### src/rtl/mem_arb_pkg.sv
// Shared types for the fetch/data memory arbiter: FSM state encoding and
// requester-select codes.
package mem_arb_pkg;

  localparam int XLEN = 32;

  typedef enum logic [1:0] {
    IDLE   = 2'd0,
    BUSY_I = 2'd1,
    BUSY_D = 2'd2
  } state_t;

  typedef enum logic [1:0] {
    SEL_NONE = 2'd0,
    SEL_I    = 2'd1,
    SEL_D    = 2'd2
  } sel_t;

endpackage

### src/rtl/mem_arb_starve.sv
// Saturating 4-bit count of data grants issued while fetch is waiting.
module mem_arb_starve #(
  parameter int unsigned MAX = 4
) (
  input  logic clk,
  input  logic reset_n,
  input  logic i_inc,
  input  logic i_clr,
  output logic o_at_max
);

  logic [3:0] r_cnt;

  always_ff @(posedge clk or negedge reset_n) begin
    if (!reset_n) begin
      r_cnt <= '0;
    end else if (i_clr) begin
      r_cnt <= '0;
    end else if (i_inc && (r_cnt != 4'(MAX))) begin
      r_cnt <= r_cnt + 4'd1;
    end
  end

  assign o_at_max = (r_cnt == 4'(MAX));

endmodule

### src/rtl/mem_arbiter.sv
// Shares one memory port between fetch and data; data has priority, bounded by
// a starvation counter. One transaction in flight; the state names its owner.
//   state  | meaning
//   IDLE   | no transaction outstanding
//   BUSY_I | fetch read outstanding
//   BUSY_D | data load/store outstanding
module mem_arbiter
  import mem_arb_pkg::*;
#(
  parameter int          ADDR_W     = XLEN,
  parameter int          DATA_W     = XLEN,
  parameter int unsigned STARVE_MAX = 4
) (
  input  logic              clk,
  input  logic              reset_n,
  input  logic              i_req,
  input  logic [ADDR_W-1:0] i_addr,
  input  logic              i_kill,
  output logic              i_gnt,
  output logic              i_rvalid,
  output logic [DATA_W-1:0] i_rdata,
  input  logic              d_req,
  input  logic [ADDR_W-1:0] d_addr,
  input  logic [3:0]        d_we,
  input  logic [DATA_W-1:0] d_wdata,
  output logic              d_gnt,
  output logic              d_rvalid,
  output logic [DATA_W-1:0] d_rdata,
  output logic              m_req,
  output logic [ADDR_W-1:0] m_addr,
  output logic [3:0]        m_we,
  output logic [DATA_W-1:0] m_wdata,
  input  logic              m_ack,
  input  logic              m_rvalid,
  input  logic [DATA_W-1:0] m_rdata,
  output logic              err
);

  state_t r_state, w_state_nxt;
  sel_t   w_sel;
  logic   r_discard, r_err;
  logic   w_resp, w_issue, w_accept, w_at_max;

  always_ff @(posedge clk or negedge reset_n) begin
    if (!reset_n) begin
      r_state <= IDLE;
    end else begin
      r_state <= w_state_nxt;
    end
  end

  // A response frees the port in the same cycle, allowing back-to-back issue.
  always_comb begin
    w_resp      = (r_state != IDLE) && m_rvalid;
    w_issue     = reset_n && ((r_state == IDLE) || w_resp);
    w_sel       = SEL_NONE;
    if (w_issue) begin
      if (d_req && !(i_req && w_at_max)) begin
        w_sel = SEL_D;
      end else if (i_req) begin
        w_sel = SEL_I;
      end
    end
    w_accept    = (w_sel != SEL_NONE) && m_ack;
    w_state_nxt = r_state;
    if (w_accept) begin
      w_state_nxt = (w_sel == SEL_D) ? BUSY_D : BUSY_I;
    end else if (w_resp) begin
      w_state_nxt = IDLE;
    end
  end

  always_comb begin
    m_req   = 1'b0;
    m_addr  = '0;
    m_we    = '0;
    m_wdata = '0;
    case (w_sel)
      SEL_D: begin
        m_req   = 1'b1;
        m_addr  = d_addr;
        m_we    = d_we;
        m_wdata = d_wdata;
      end
      SEL_I: begin
        m_req   = 1'b1;
        m_addr  = i_addr;
      end
      default: ;
    endcase
    i_gnt    = w_accept && (w_sel == SEL_I);
    d_gnt    = w_accept && (w_sel == SEL_D);
    d_rvalid = reset_n && (r_state == BUSY_D) && m_rvalid;
    i_rvalid = reset_n && (r_state == BUSY_I) && m_rvalid && !r_discard && !i_kill;
    i_rdata  = reset_n ? m_rdata : '0;
    d_rdata  = reset_n ? m_rdata : '0;
    err      = r_err;
  end

  always_ff @(posedge clk or negedge reset_n) begin
    if (!reset_n) begin
      r_discard <= 1'b0;
    end else if (r_state == BUSY_I) begin
      if (m_rvalid) begin
        r_discard <= 1'b0;
      end else if (i_kill) begin
        r_discard <= 1'b1;
      end
    end
  end

  always_ff @(posedge clk or negedge reset_n) begin
    if (!reset_n) begin
      r_err <= 1'b0;
    end else if ((m_rvalid && (r_state == IDLE)) || (m_ack && !m_req)) begin
      r_err <= 1'b1;
    end
  end

  mem_arb_starve #(
    .MAX (STARVE_MAX)
  ) u_starve (
    .clk      (clk),
    .reset_n  (reset_n),
    .i_inc    (d_gnt && i_req),
    .i_clr    (i_gnt || !i_req),
    .o_at_max (w_at_max)
  );

endmodule

### config.mk
export PLATFORM = sky130hd
export DESIGN_NAME = mem_arbiter
export DESIGN_NICKNAME = d
export VERILOG_FILES = /design/src/rtl/mem_arb_pkg.sv /design/src/rtl/mem_arb_starve.sv /design/src/rtl/mem_arbiter.sv
export SDC_FILE = /design/constraint.sdc
export NUM_CORES = 1
export LEC_CHECK = 0
export BUFFER_PORTS_ARGS = -buffer_cell sky130_fd_sc_hd__buf_4
export CORE_AREA = 2 2 107 109
export CTS_BUF_LIST = sky130_fd_sc_hd__clkbuf_2
export DETAILED_ROUTE_END_ITERATION = 12
export DIE_AREA = 0 0 109 111
export PLACE_DENSITY_LB_ADDON = 0.08
export SLEW_MARGIN = 20
export SYNTH_ARGS = -nofsm -noshare
export SYNTH_HDL_FRONTEND = slang
export SYNTH_SLANG_ARGS = --single-unit
### constraint.sdc
create_clock -name clk -period 2.5 [get_ports clk]
set_clock_uncertainty 0.15 [all_clocks]
set_input_delay 0 -clock clk [delete_from_list [all_inputs] [get_ports clk]]
set_output_delay 0 -clock clk [all_outputs]
set_load 0.05 [all_outputs]
==> run metrics <==
Final Hold Fails 0; critical path endpoint category output port; total number of H-tree levels 1; GR Overflow Total 0; type of element launching the critical path register; post-synth top area cell sky130_fd_sc_hd__and2_1; remaining antenna violation count after routing 0; Total Neg Setup Slack 0 ps; core utilization of the finished layout 37.0%; arrival time at the worst endpoint 2260 ps; maximum fanout count along the critical path 6; result of the run complete, no violations; cell-internal power 0.550 mW; multi-input logic area 1230 um2; time the worst path needs with I/O delays and setup 2410 ps; Relative slew margins 81.8%; most common cell after layout, fill and taps aside sky130_fd_sc_hd__buf_4; slowest stage cell, crit path sky130_fd_sc_hd__dfrtp_1; GRT Total Usage 13.8%; period utilisation layout 96.3%; total wire length after detailed routing 9290 um; combined flip-flop and latch cell area 200 um2; number of sinks on the clock net 8; cells taking the most area after synthesis sky130_fd_sc_hd__and2_1 (26%), sky130_fd_sc_hd__a22oi_1 (15%), sky130_fd_sc_hd__buf_4 (15%); power density cells 281 nW/um2; worst path buffer plus inverter count 5; Post-synth EDFFs 0; DR pass1 iterations 4; Netlist Area Pre-Place 1640 um2; area of the die 12100 um2; CTS tree built; VDD IR-drop max 0.112 mV; effective utilization at floorplan 14.8%; achievable clock frequency 0.415 GHz; FILL cells 1163; setup repair after global routing missed its margin true; kind of path behind the tightest hold check in -> out; Warnings, synthesis 0; dpl cell area 3690 um2; Final Net Count 639; Synth Register Bits 8; per-cell routed wire length 14.6 um; final-report setup violation count 0; vias 2613; worst setup timing slack at the placement stage 76.2 ps; I/O pin count 277; cell-by-cell listing of the critical path inv_2 -> ha_4 -> and3b_4 -> o2111a_2 -> inv_2 -> ha_4 -> buf_12 -> clkbuf_16 -> a22oi_2 -> nor2_2 -> buf_4; die boundary width 109 um; most frequent cells in the layout sky130_fd_sc_hd__buf_4 (268), sky130_fd_sc_hd__and2_1 (68), sky130_fd_sc_hd__a22oi_1 (20), sky130_fd_sc_hd__buf_6 (18), sky130_fd_sc_hd__nor2_1 (17); final RePlAce weighted congestion 0.823; maximum number of pins on one net before global-route repair 36; global-route wire length before repair 13100 um; Main synth FF type sky130_fd_sc_hd__dfrtp_1; cell family with the largest share of critical-path delay buffers and inverters; count of buffers inserted at the top-level ports 276; switching power 0.600 mW; Clock Pin Slew Worst Setup and Hold Paths 90 ps; relative contribution of combinational cells to total power 80.5%; Critical Path RT 2350 ps; Final Worst Setup Slack 92.4 ps; Avg Inst Size Synth 6.76 um2; half-perimeter wire length after placement 7410 um; total CTS buffers 3; ratio of cells with drive above 1 in the final layout 68.8%; total leakage power 2.10 nW; routed vias/inst 4.11; Post-Layout Inst Area 4100 um2; delay contributed by the slowest stage of the critical path 410 ps; clock latency at the later pin of the worst-skew pair 250 ps; drt initial violations 55; fraction of power consumed by the clock network 7.1%; number of design rule violations left after detail routing 0; via count of the first global-routing pass 2502; switching fraction of total power 52.2%; top-area cell type share of the netlist area 26.0%; fraction of registers with async set or reset after synthesis 100%; number of nets in the synthesized netlist 386; initial antenna violation count 0; fin. max-slew vios 0; FP Rows 39; measured slew at the worst slew-check pin 270 ps; maximum number of buffers from clock root to sink 2; Gate Count Post-Synth 242; count of antenna diodes in the layout 0; Worst Path Class, Setup reg -> out; sequential cell area fraction in the yosys report 12.2%; clock root buffer sky130_fd_sc_hd__clkbuf_2; post-synth cell types 30; total of max-cap violations 0; Area Overhead vs Synth 150%; Chip Height 111 um; Flop pwr share 12.4%; core area 11100 um2
-- cell families (layout without fill, tap and decap cells) --
kind of cell | after synthesis | count (layout) | synth area share, %
buffers and inverters | 59 | 310 | 20.9
AND/OR/NAND/NOR | 122 | 122 | 42.2
AO/OA/AOI/OAI | 48 | 48 | 20.8
adder cells (fa/ha/maj) | 5 | 5 | 3.82
flip-flops | 8 | 8 | 12.2
-- metrics by stage --
| stage | hold slack [ps] | total power, mW | std cells |
|---|---|---|---|
| 6_report | 161 | 1.15 | 636 |
| 5_1_grt | 187 | 1.21 | 636 |
| 4_1_cts | 167 | 1.13 | 631 |
| 3_5_place_dp | -315 | 1.00 | 618 |
| 3_3_place_gp | -318 | 1.00 | 618 |
| 2_1_floorplan | -446 | 0.675 | 242 |
-- routing by layer --
layer | up-vias | routed length [um] | global-route usage [%]
met2 | 169 | 5120 | 27.7
met3 | 2 | 1150 | 3.82
met5 | - | 0 | 0
met1 | 1155 | 2990 | 14.1
li1 | 1287 | - | -
met4 | 0 | 24 | 2.05
-- power groups by stage --
stage               clock, mW  sequential, mW  combinational (mW)
floorplan                   0           0.144               0.532
global placement            0           0.144               0.857
detailed placement          0           0.145               0.856
CTS                    0.0860           0.142               0.899
global route           0.0929           0.143               0.978
finish                 0.0822           0.142               0.926
-- layout make-up --
| cell class | count | area share, % |
|---|---|---|
| inverter | 8 | 0.733 |
| clock buffer | 3 | 0.366 |
| tap | 143 | 4.37 |
| multi-input combinational | 175 | 30.1 |
| sequential | 8 | 4.88 |
| timing repair buffer | 299 | 59.5 |
-- synth_stat cells (all sizes together), types with 2 or more instances --
master	number
clkbuf	18
a22oi	32
and2	68
nand3b	3
nor3b	2
nor2	33
a21oi	6
ha	5
dfrtp	8
nand2	4
inv	8
o21ai	5
buf	33
nand3	3
-- tightest hold or removal path: stages --
cell and delay, ps:
sky130_fd_sc_hd__buf_4 80, sky130_fd_sc_hd__nor4b_1 40, sky130_fd_sc_hd__buf_4 180
-- worst paths after layout --
check / startpoint / end / slack [ps] / cells past startpoint
worst min register to register: err$_DFFE_PN0P_ / err$_DFFE_PN0P_ / 350 / 1
worst min-delay path: i_kill / i_rvalid / 160 / 3
min in group asynchronous: reset_n / u_starve.r_cnt[2]$_DFFE_PN0P_ / 170 / 3
max in group asynchronous: reset_n / r_state[1]$_DFFE_PN0P_ / 1370 / 3
worst max register to register: u_starve.r_cnt[1]$_DFFE_PN0P_ / u_starve.r_cnt[3]$_DFFE_PN0P_ / 130 / 9
worst max-delay path: u_starve.r_cnt[1]$_DFFE_PN0P_ / m_addr[16] / 90 / 11
-- flip-flops by register name, summed over array words and instances (netlist names) --
| signal | count |
|---|---|
| u_starve.r_cnt | 4 |
| err | 1 |
| r_discard | 1 |
| r_state | 2 |
-- timing repair --
item	CTS	global route
endpoints found under the hold margin	16	0
pin swaps	2	9
resized for setup	8	39
hold buffers	6	0
setup buffers	2	3
setup endpoints to repair	38	73
gates cloned	2	2
Power figures use the tool's default switching activity.
